<file path="src/rtl/spi_shift_engine.sv">
// SPI master shift engine: frames DATA_W bits against an external SCLK.
// Edges of sclk_in are detected in the clk domain and only act in XFER.
module spi_shift_engine #(
  parameter int DATA_W    = 8,
  parameter int CPHA      = 0,
  parameter int LSB_FIRST = 0
) (
  input  logic              clk,
  input  logic              rst,
  input  logic              start,
  input  logic [DATA_W-1:0] tx_data,
  input  logic              sclk_in,
  output logic              clk_en,
  input  logic              miso,
  output logic              mosi,
  output logic              ss_n,
  output logic              busy,
  output logic              done,
  output logic [DATA_W-1:0] rx_data
);

  localparam int CNT_W = $clog2(DATA_W + 1);

  typedef enum logic [1:0] {
    IDLE,
    SETUP,
    XFER,
    HOLD
  } state_t;

  state_t state, state_nx;

  logic              sclk_q;
  logic              rise, fall;
  logic              smp, shf;
  logic              last;
  logic [DATA_W-1:0] tx_shift, tx_nx;
  logic [DATA_W-1:0] rx_shift, rx_nx;
  logic [DATA_W-1:0] rx_q, rxd_nx;
  logic [CNT_W-1:0]  bit_cnt, cnt_nx;
  logic              mosi_q, mosi_nx;
  logic              ss_n_q, ss_nx;
  logic              done_q, done_nx;

  function automatic logic head(input logic [DATA_W-1:0] v);
    return (LSB_FIRST != 0) ? v[0] : v[DATA_W-1];
  endfunction

  function automatic logic [DATA_W-1:0] adv(input logic [DATA_W-1:0] v);
    return (LSB_FIRST != 0) ? (v >> 1) : (v << 1);
  endfunction

  function automatic logic [DATA_W-1:0] shin(
    input logic [DATA_W-1:0] v,
    input logic              b
  );
    return (LSB_FIRST != 0) ? {b, v[DATA_W-1:1]}
                            : {v[DATA_W-2:0], b};
  endfunction

  assign rise = sclk_in & ~sclk_q & (state == XFER);
  assign fall = ~sclk_in & sclk_q & (state == XFER);
  assign smp  = (CPHA == 0) ? rise : fall;
  assign shf  = (CPHA == 0) ? fall : rise;
  assign last = (bit_cnt == CNT_W'(DATA_W));

  always_comb begin
    state_nx = state;
    tx_nx    = tx_shift;
    rx_nx    = rx_shift;
    rxd_nx   = rx_q;
    cnt_nx   = bit_cnt;
    mosi_nx  = mosi_q;
    ss_nx    = ss_n_q;
    done_nx  = 1'b0;
    unique case (state)
      IDLE: begin
        mosi_nx = 1'b0;
        ss_nx   = 1'b1;
        if (start) begin
          state_nx = SETUP;
          cnt_nx   = '0;
          rx_nx    = '0;
          ss_nx    = 1'b0;
          // CPHA=0 presents the first bit before the first edge
          if (CPHA == 0) begin
            mosi_nx = head(tx_data);
            tx_nx   = adv(tx_data);
          end else begin
            tx_nx = tx_data;
          end
        end
      end
      SETUP: state_nx = XFER;
      XFER: begin
        if (CPHA == 0) begin
          if (smp && !last) begin
            rx_nx  = shin(rx_shift, miso);
            cnt_nx = bit_cnt + 1'b1;
          end
          if (shf) begin
            if (last) begin
              state_nx = HOLD;
            end else begin
              mosi_nx = head(tx_shift);
              tx_nx   = adv(tx_shift);
            end
          end
        end else begin
          if (shf) begin
            mosi_nx = head(tx_shift);
            tx_nx   = adv(tx_shift);
          end
          if (smp) begin
            rx_nx  = shin(rx_shift, miso);
            cnt_nx = bit_cnt + 1'b1;
            if (bit_cnt == CNT_W'(DATA_W - 1))
              state_nx = HOLD;
          end
        end
      end
      HOLD: begin
        state_nx = IDLE;
        ss_nx    = 1'b1;
        mosi_nx  = 1'b0;
        done_nx  = 1'b1;
        rxd_nx   = rx_shift;
      end
      default: state_nx = IDLE;
    endcase
  end

  always_ff @(posedge clk) begin
    if (rst) begin
      state    <= IDLE;
      sclk_q   <= 1'b0;
      tx_shift <= '0;
      rx_shift <= '0;
      rx_q     <= '0;
      bit_cnt  <= '0;
      mosi_q   <= 1'b0;
      ss_n_q   <= 1'b1;
      done_q   <= 1'b0;
    end else begin
      state    <= state_nx;
      sclk_q   <= sclk_in;
      tx_shift <= tx_nx;
      rx_shift <= rx_nx;
      rx_q     <= rxd_nx;
      bit_cnt  <= cnt_nx;
      mosi_q   <= mosi_nx;
      ss_n_q   <= ss_nx;
      done_q   <= done_nx;
    end
  end

  assign clk_en  = (state == XFER);
  assign busy    = (state != IDLE);
  assign mosi    = mosi_q;
  assign ss_n    = ss_n_q;
  assign done    = done_q;
  assign rx_data = rx_q;

endmodule
</file>
<file path="config.mk">
export PLATFORM = sky130hd
export DESIGN_NAME = spi_shift_engine
export DESIGN_NICKNAME = d
export VERILOG_FILES = /design/src/rtl/spi_shift_engine.sv
export SDC_FILE = /design/constraint.sdc
export NUM_CORES = 1
export LEC_CHECK = 0
export BUFFER_PORTS_ARGS = -buffer_cell sky130_fd_sc_hd__buf_4
export CORE_ASPECT_RATIO = 0.6
export CORE_MARGIN = 2
export CORE_UTILIZATION = 49
export DETAILED_ROUTE_END_ITERATION = 10
export PLACE_DENSITY = 0.83
export SETUP_SLACK_MARGIN = 0.05
export SLEW_MARGIN = 40
export SYNTH_ARGS = -nofsm -noshare
export SYNTH_HDL_FRONTEND = slang
export SYNTH_SLANG_ARGS = --single-unit
</file>
<file path="constraint.sdc">
create_clock -name clk -period 1.6 [get_ports clk]
set_input_delay 0.32 -clock clk [delete_from_list [all_inputs] [get_ports clk]]
set_output_delay 0.32 -clock clk [all_outputs]
set_load 0.02 [all_outputs]
</file>
==> flow_summary.ini, run 1 <==
[sta]
layout_setup_ws_ns = 0.0708
rsz0062_at_grt = yes
setup_viol = 0
worst_clock_skew_ns = 0.00666
timing.final.max_slew_violations = 0
hold_ws_ns = 0.272
tightest_slew_ns = 0.361
fmax_ghz = 0.654
slew_headroom_pct = 75.3
fin_crit_ns = 1.53
min_period_over_period_pct = 95.6
hold_viol = 0

[die]
start_util_pct = 53.3
die_area_um2 = 3730
core_area_um2 = 2980
ios = 26
die-height_um = 48.1
die_w_um = 77.6
rows = 15

[cts]
h-tree-depth = 2
clk_latency_ns = 0.29
cts.path.max_buffers = 2
cts-root-buf = clkbuf_8
clkSlewWorstSetupHoldPaths_ns = 0.07
cts.sinks = 33
hold_buffers = 0
numCtsBuffers = 5
cts_tree = done

[route]
first_iter_violations = 44
ant_nets = 0
routedWlPerCell_um = 14.9
vias_per_cell = 5.41
routed_wl_um = 3630
first_pass_iters = 4
drc = 0
vias = 1320

[critical_path]
critPathRequiredTime_ns = 1.79
path_class = reg -> reg
crit_path_end_kind = flop
cp.arrival_ns = 1.72
critPathLaunchType = flop
path_max_fanout = 6

[logic_synthesis]
synthCells = 164
yosys.area.top_type = dfxtp_1
synth.area.top_cells = dfxtp_1 (42%), mux2i_1 (12%), ha_1 (6.3%)
synth.most_common_cell = dfxtp_1
syn-num-nets = 185
synth.distinct_cells = 36
async_flop_share_pct = 0
netlist_top_cells_count = dfxtp_1 (33), nand2_1 (26), mux2i_1 (19), inv_1 (10)
yosys_register_bits = 33
synth_edf_count = 0
synth.top_cell.area_share_pct = 41.5
ys.warnings.count = 0
syn_avg_cell_area_um2 = 9.70
netlist_area_um2 = 1590
synth-main-ff-cell = dfxtp_1
synth-seq-area-share_pct = 41.5

[layout]
fillers = 232
num-nets-final = 222
multi_input_area_um2 = 910
syn_to_final_growth_pct = 33.0
antenna_cells = 0
regArea_um2 = 667
drive_gt1_share_pct = 37.1

[global_route]
antenna_found_initial = 0
grt_usage_pct = 21.0
grt_pass1_wl_um = 5810
grt_max_degree = 28
overflow = 0
grt_pass1_vias = 1241

[pwr]
leakage_nw = 0.854
pwr_density_cell_nw_per_um2 = 1500
vdd_drop_max_v = 0.000740

[run_status]
status = complete, no violations

[worst_hold_path]
hp-class = in -> reg

[place]
finalWeightedCongestion = 0.810
place_ws_ns = -0.0774
dp_hpwl_um = 2500
io_buffers = 25

[job]
drv_cap = 0
kinds of logic (layout without fill, tap and decap cells):
group           count (synthesis)  after routing  synth area share [%]
compound gates                 21             21                  10.4
fa+ha+maj                       8              8                  6.29
buf+inv                        22             60                  6.84
flops                          33             33                  41.5
mux                            26             26                  16.9
simple gates                   54             54                  18.1
state kept, by name, indices dropped and copies added, names as in the netlist:
register  flops
rx_data       8
rx_shift      8
mosi          1
bit_cnt       4
ss_n          1
sclk_q        1
tx_shift      7
state         2
done          1
worst max-delay path, stage by stage (launching register included):
cell and delay [ns]:
dfxtp_4 0.38, buf_6 0.11, ha_4 0.15, or3b_1 0.36
a2111o_1 0.34, o311ai_1 0.08
report_power, final:
group	leakage, nW	internal (mW)	total (mW)	switching, mW
combinational	0.531	0.724	1.39	0.661
clock	0.0543	0.466	0.798	0.332
sequential	0.269	0.926	0.995	0.0692
total	0.854	2.12	3.18	1.06
cell type report:
| type | count | area share [%] |
|---|---|---|
| clock buffers | 5 | 3.25 |
| clock inverters | 3 | 2.19 |
| inverters | 10 | 1.89 |
| multi-input cells | 109 | 43.0 |
| flip-flops and latches | 33 | 31.5 |
| well taps | 42 | 2.48 |
| repair buffers | 42 | 15.7 |
worst paths after layout:
check                            from                  endpoint  slack (ns)  cells past startpoint
max             state[1]$_SDFFE_PP0P_   bit_cnt[3]$_SDFFE_PP0P_        0.07                      5
min                           sclk_in         sclk_q$_SDFF_PP0_        0.27                      2
max reg2reg     state[1]$_SDFFE_PP0P_   bit_cnt[3]$_SDFFE_PP0P_        0.07                      5
min reg2reg  tx_shift[1]$_SDFFE_PP0P_  tx_shift[1]$_SDFFE_PP0P_        0.47                      2
layout by cell type (no fill, tap or decap), types with 4 or more instances in the layout:
cell type / count
mux2i_1: 18
nor2b_1: 5
ha_1: 4
dfxtp_1: 30
nor2_1: 8
o22ai_1: 6
nand2_1: 26
clkbuf_8: 5
mux2_2: 6
inv_1: 8
buf_4: 38
metal layers:
metal  vias up  GRT usage [%]  part of all wire, %
met5         -              0                    0
met1       621           26.3                   48
met4         0           9.29                  1.0
met3         5           6.48                  6.5
met2        42           35.5                   45
li1        652              -                    -
repair_timing:
item | 4_1_cts | 5_1_grt
pin swaps | 2 | 4
gates cloned | 1 | 0
setup buffers | 1 | 2
endpoints found under the setup margin | 19 | 15
gates resized for setup | 10 | 7
metrics by stage:
step	cells	util, %	instance area [um2]	TNS (ns)	power (mW)
final	244	70.9	2120	0	3.18
after detailed placement	232	63.6	1900	-0.279	2.13
after floorplan	164	-	1620	0	1.82
after global placement	232	63.6	1900	0	2.08
after CTS	242	69.4	2070	0	3.09
after global routing	244	70.9	2120	-0.00184	3.35
Power figures use the tool's default switching activity.
==> run 2: changes to the inputs <==
--- a/config.mk
+++ b/config.mk
@@ -5,12 +5,13 @@
 export SDC_FILE = /design/constraint.sdc
 export NUM_CORES = 1
 export LEC_CHECK = 0
+export ABC_AREA = 1
 export BUFFER_PORTS_ARGS = -buffer_cell sky130_fd_sc_hd__buf_4
 export CORE_ASPECT_RATIO = 0.6
 export CORE_MARGIN = 2
-export CORE_UTILIZATION = 49
+export CORE_UTILIZATION = 50
 export DETAILED_ROUTE_END_ITERATION = 10
-export PLACE_DENSITY = 0.83
+export PLACE_DENSITY = 0.84
 export SETUP_SLACK_MARGIN = 0.05
 export SLEW_MARGIN = 40
 export SYNTH_ARGS = -nofsm -noshare
==> run 2 against run 1 <==
Effect of this change: non-clock buffer count shrank 1; combinational power rose by 100%; die area grew 0.72%; sequential power is 33% higher; core utilization fell by 3.3 points; cell count grew 32%; clock skew down 0.0013 ns; power is 51% higher; via count increased by 20%; worst setup slack improved by 0.016 ns.
==> flow_summary.ini, run 2 <==
[run_status]
status = complete, no violations

[cts]
hold_buffers = 0
cts.sinks = 33
cts_tree = done
clk_latency_ns = 0.29
numCtsBuffers = 5
clkSlewWorstSetupHoldPaths_ns = 0.07
h-tree-depth = 2
cts-root-buf = clkbuf_8
cts.path.max_buffers = 2

[sta]
rsz0062_at_grt = yes
tightest_slew_ns = 0.261
min_period_over_period_pct = 94.6
timing.final.max_slew_violations = 0
hold_ws_ns = 0.270
worst_clock_skew_ns = 0.00534
fin_setup_tns_ns = 0
fmax_ghz = 0.661
setup_viol = 0
hold_viol = 0
fin_crit_ns = 1.51
slew_headroom_pct = 82.5

[layout]
layout_common_cells = nand2_1 (57), nor2_1 (52), buf_4 (37)
num-nets-final = 297
drive_gt1_share_pct = 25.3
fillers = 264
syn_to_final_growth_pct = 31.6
antenna_cells = 0
layout_commonest_cell = nand2_1

[die]
die_area_um2 = 3760
core_area_um2 = 3180
rows = 16
die_w_um = 77.9
ios = 26
die-height_um = 48.3
start_util_pct = 51.4

[place]
dp_hpwl_um = 2530
io_buffers = 25
finalWeightedCongestion = 0.849

[logic_synthesis]
syn_avg_cell_area_um2 = 6.91
synth.distinct_cells = 23
synth.top_cell.area_share_pct = 40.4
yosys.area.top_type = dfxtp_1
yosys_register_bits = 33
ys.warnings.count = 0
syn-num-nets = 258
synth-seq-area-share_pct = 40.4
synth.area.top_cells = dfxtp_1 (40%), nand2_1 (13%), nor2_1 (12%)
netlist_top_cells_count = nand2_1 (58), nor2_1 (52), dfxtp_1 (33), nand3_1 (20), inv_1 (13)
synth-main-ff-cell = dfxtp_1
synthCells = 237
synth.most_common_cell = nand2_1
async_flop_share_pct = 0
netlist_area_um2 = 1640
synth_edf_count = 0

[critical_path]
critPathLaunchType = flop
path_max_fanout = 5
crit_path_end_kind = flop
path_class = reg -> reg
cp.arrival_ns = 1.74
critPathRequiredTime_ns = 1.82

[job]
drv_cap = 0

[route]
vias_per_cell = 4.92
first_iter_violations = 119
routed_wl_um = 3890
first_pass_iters = 4
vias = 1585
routedWlPerCell_um = 12.1
ant_nets = 0
drc = 0

[global_route]
grt_pass1_wl_um = 6200
grt_max_degree = 29
overflow = 0
grt_pass1_vias = 1390
antenna_found_initial = 0
grt_usage_pct = 21.0

[pwr]
vdd_drop_max_v = 0.00136
leakage_nw = 1.03
pwr_density_cell_nw_per_um2 = 2220
p_total_mw = 4.79

[worst_hold_path]
hp-class = in -> reg
[run 2: changes by cell type after synthesis, sizes merged, moves of 6 or more]
cell   change
nor2      +45
nand3     +18
o22ai      -6
mux2i     -19
a21oi     +12
o21ai      +9
mux2       -7
nand2     +37
[run 2: worst paths after layout]
check,start,endpoint,slack [ns],depth (start not counted)
max reg2reg,state[0]$_SDFFE_PP0P_,bit_cnt[1]$_SDFFE_PP0P_,0.09,10
min,sclk_in,sclk_q$_SDFF_PP0_,0.27,3
max,state[0]$_SDFFE_PP0P_,bit_cnt[1]$_SDFFE_PP0P_,0.09,10
min reg2reg,tx_shift[5]$_SDFFE_PP0P_,tx_shift[5]$_SDFFE_PP0P_,0.48,2
[run 2: stage by stage]
stage,utilization [%],cell area [um2],cells,worst slack [ns]
CTS,63.7,2030,318,0.0478
floorplan,-,1640,237,0.0972
finish,67.6,2150,322,0.0867
global placement,60.3,1920,308,0.0998
global route,67.6,2150,322,0.00301
detailed placement,60.3,1920,308,0.0355
[run 2: worst max-delay path, cell delays in order, from the launching register on]
cell and delay (ns):
dfxtp_2 0.35, inv_4 0.06, ha_4 0.17, inv_2 0.08, nand2_4 0.08, a21oi_4 0.27
buf_12 0.15, nand2_2 0.08, nand2_2 0.07, nand2_1 0.05, nor2_1 0.08
[run 2: layout make-up]
cell class              count  area, um2  share of cell area [%]
repair buffers             41        359                    16.7
clock buffers               5       68.8                    3.20
clock inverters             3       17.5                   0.813
well taps                  45       56.3                    2.61
inverters                  19       75.1                    3.49
multi-input cells         176        911                    42.3
flip-flops and latches     33        666                    30.9
[run 2: repair_timing]
item	4_1_cts	5_1_grt
setup buffers	2	2
endpoints found under the setup margin	12	24
cloned	0	2
pin swaps	0	1
gates resized for setup	3	15
[run 2: power by group]
part	internal, mW	switching, mW	total, mW
registers	1.13	0.197	1.32
logic	1.21	1.63	2.84
clock network	0.300	0.320	0.620
[run 2: cell families after synthesis]
kind of cell | after synthesis | share of synthesized area (%)
simple gates | 139 | 35.4
flops | 33 | 40.4
compound gates | 29 | 10.2
buf+inv | 28 | 7.87
fa+ha+maj | 8 | 6.12
[run 2: per-layer routing]
layer	up-vias	share of wire (%)	GRT usage (%)
li1	826	-	-
met1	707	51	29.1
met2	42	42	30.6
met3	10	5.3	6.34
met4	0	1.5	8.33
met5	-	0	0
==> run 3: changes to the inputs <==
==> constraint.sdc (replaced) <==
create_clock -name clk -period 1.6 [get_ports clk]
set_input_delay 0.24 -clock clk [delete_from_list [all_inputs] [get_ports clk]]
set_output_delay 0.24 -clock clk [all_outputs]
set_load 0.02 [all_outputs]
==> run 3 against run 2 <==
Effect of this change: worst setup slack worse by 0.025 ns; global-route usage decreased by 0.24 points; die area unchanged; core utilization shrank 0.35 points; routed wire length is 0.62% higher; clock skew barely moved; sequential share of layout area rose by 0.16 points; sequential cell count stayed put; via count down 0.44%; worst hold slack got worse by 0.081 ns; register-to-register slack worse by 0.02 ns; cell area is 0.52% lower; critical endpoint unchanged; highest routed layer unchanged.
==> flow_summary.ini, run 3 (synthesis results as in run 2) <==
[layout]
layout_commonest_cell = nand2_1
drive_gt1_share_pct = 25.1
stdcell_count = 320
layout_common_cells = nand2_1 (57), nor2_1 (52), buf_4 (35)
antenna_cells = 0
num-nets-final = 295
syn_to_final_growth_pct = 30.9

[critical_path]
r2r_cells = 10
crit_path_end_kind = flop
crit_cells = 10
path_max_fanout = 5
cpPeakStageDelay_ns = 0.35
cp.arrival_ns = 1.76
critPathLaunchType = flop
path_class = reg -> reg
cp_num_buf_inv = 3
critPathRequiredTime_ns = 1.82
cp_top_family = simple AND/OR/NAND/NOR gates
crit_top_cell = nand2_2
slowest_stage = dfxtp_2
crit_chain = inv_4 -> ha_4 -> inv_2 -> nand2_4 -> a21oi_4 -> buf_12 -> nand2_2 -> nand2_2 -> nand2_1 -> nor2_1

[die]
ios = 26
die-height_um = 48.3
rows = 16
core_area_um2 = 3180
die_w_um = 77.9
die_area_um2 = 3760
start_util_pct = 51.4

[worst_hold_path]
hp-class = in -> reg
hold_path_depth = 3

[job]
drv_cap = 0

[place]
io_buffers = 25
placed_cells = 308
finalWeightedCongestion = 0.849
place_ws_ns = 0.0355
dp_hpwl_um = 2530

[sta]
fin_crit_ns = 1.54
slew_headroom_pct = 82.4
setup_viol = 0
min_period_over_period_pct = 96.1
fmax_ghz = 0.650
worst_clock_skew_ns = 0.00560
timing.final.max_slew_violations = 0
hold_viol = 0
layout_setup_ws_ns = 0.0617
rsz0062_at_grt = yes
tightest_slew_ns = 0.264
fin_setup_tns_ns = 0

[pwr]
switching_share_pct = 45.3
p_int_mw = 2.61
p_sw_mw = 2.16
combPwrFrac_pct = 59.2
vdd_drop_max_v = 0.00137
seqPwrFrac_pct = 27.8
leakage_nw = 1.02
p_clk_share_pct = 13.0
pwr_density_cell_nw_per_um2 = 2220
p_total_mw = 4.76

[global_route]
grt_pass1_wl_um = 6150
antenna_found_initial = 0
grt_max_degree = 29
grt_usage_pct = 20.7
grt_pass1_vias = 1373
overflow = 0

[route]
drc = 0
first_iter_violations = 130
vias = 1578
ant_nets = 0
routed_wl_um = 3920
vias_per_cell = 4.93
first_pass_iters = 4
routedWlPerCell_um = 12.2

[cts]
clkSlewWorstSetupHoldPaths_ns = 0.07
h-tree-depth = 2
cts_tree = done
cts-root-buf = clkbuf_8
numCtsBuffers = 5
cts.path.max_buffers = 2
cts.sinks = 33
clk_latency_ns = 0.29

[run_status]
status = complete, no violations
[run 3: cell count changes in the layout (fill, tap and decap cells not counted), sizes merged]
cell      change
buf           -2
clkinv        -1
clkinvlp      +1
[run 3: final cells by class]
type | instances | area [um2]
clock buffers | 5 | 68.8
fillers | 264 | 1040
clock inverters | 3 | 17.5
inverters | 19 | 78.8
multi-input cells | 176 | 911
repair buffers | 39 | 344
flip-flops and latches | 33 | 666
well taps | 45 | 56.3
[run 3: path summary, 6_finish.rpt]
kind	slack (ns)	endpoint	start
setup / recovery	0.06	bit_cnt[1]$_SDFFE_PP0P_	state[0]$_SDFFE_PP0P_
hold / removal	0.19	sclk_q$_SDFF_PP0_	sclk_in
setup reg to reg	0.06	bit_cnt[1]$_SDFFE_PP0P_	state[0]$_SDFFE_PP0P_
hold reg to reg	0.48	tx_shift[5]$_SDFFE_PP0P_	tx_shift[5]$_SDFFE_PP0P_
[run 3: through the flow]
step	utilization (%)	hold slack (ns)	area, um2
6_report	67.3	0.189	2140
5_1_grt	67.3	0.192	2140
4_1_cts	63.5	0.181	2020
3_5_place_dp	60.3	0.461	1920
3_3_place_gp	60.3	0.450	1920
2_1_floorplan	-	0.351	1640
[run 3: what timing repair did]
item                       in CTS  in global routing
buffers inserted                2                  0
gates cloned                    0                  2
pin swaps                       0                  2
hold buffers                    0                  0
setup endpoints to repair      10                 23
resized for setup               1                 18
[run 3: power groups by stage]
| stage | clock [mW] | sequential, mW | combinational [mW] |
|---|---|---|---|
| floorplan | 0 | 1.35 | 1.72 |
| global placement | 0 | 1.30 | 2.28 |
| detailed placement | 0 | 1.31 | 2.32 |
| CTS | 0.634 | 1.29 | 2.39 |
| global route | 0.676 | 1.36 | 3.13 |
| finish | 0.617 | 1.33 | 2.82 |
[run 3: routing by layer]
layer  GRT usage, %  up-vias  routed length (um)
met2           30.6       46                1720
met4           7.44        0                  45
met1           29.1      701                1870
li1               -      823                   -
met3           5.78        8                 277
met5              0        -                   0
[run 3: worst reg2reg max path, delay by kind of cell (launching register included)]
kind | cells | cell delay, ns
AOI/OAI and AO/OA | 1 | 0.28
adders and majority gates | 1 | 0.18
buffers and inverters | 3 | 0.29
DFF | 1 | 0.35
and+or+nand+nor | 5 | 0.39
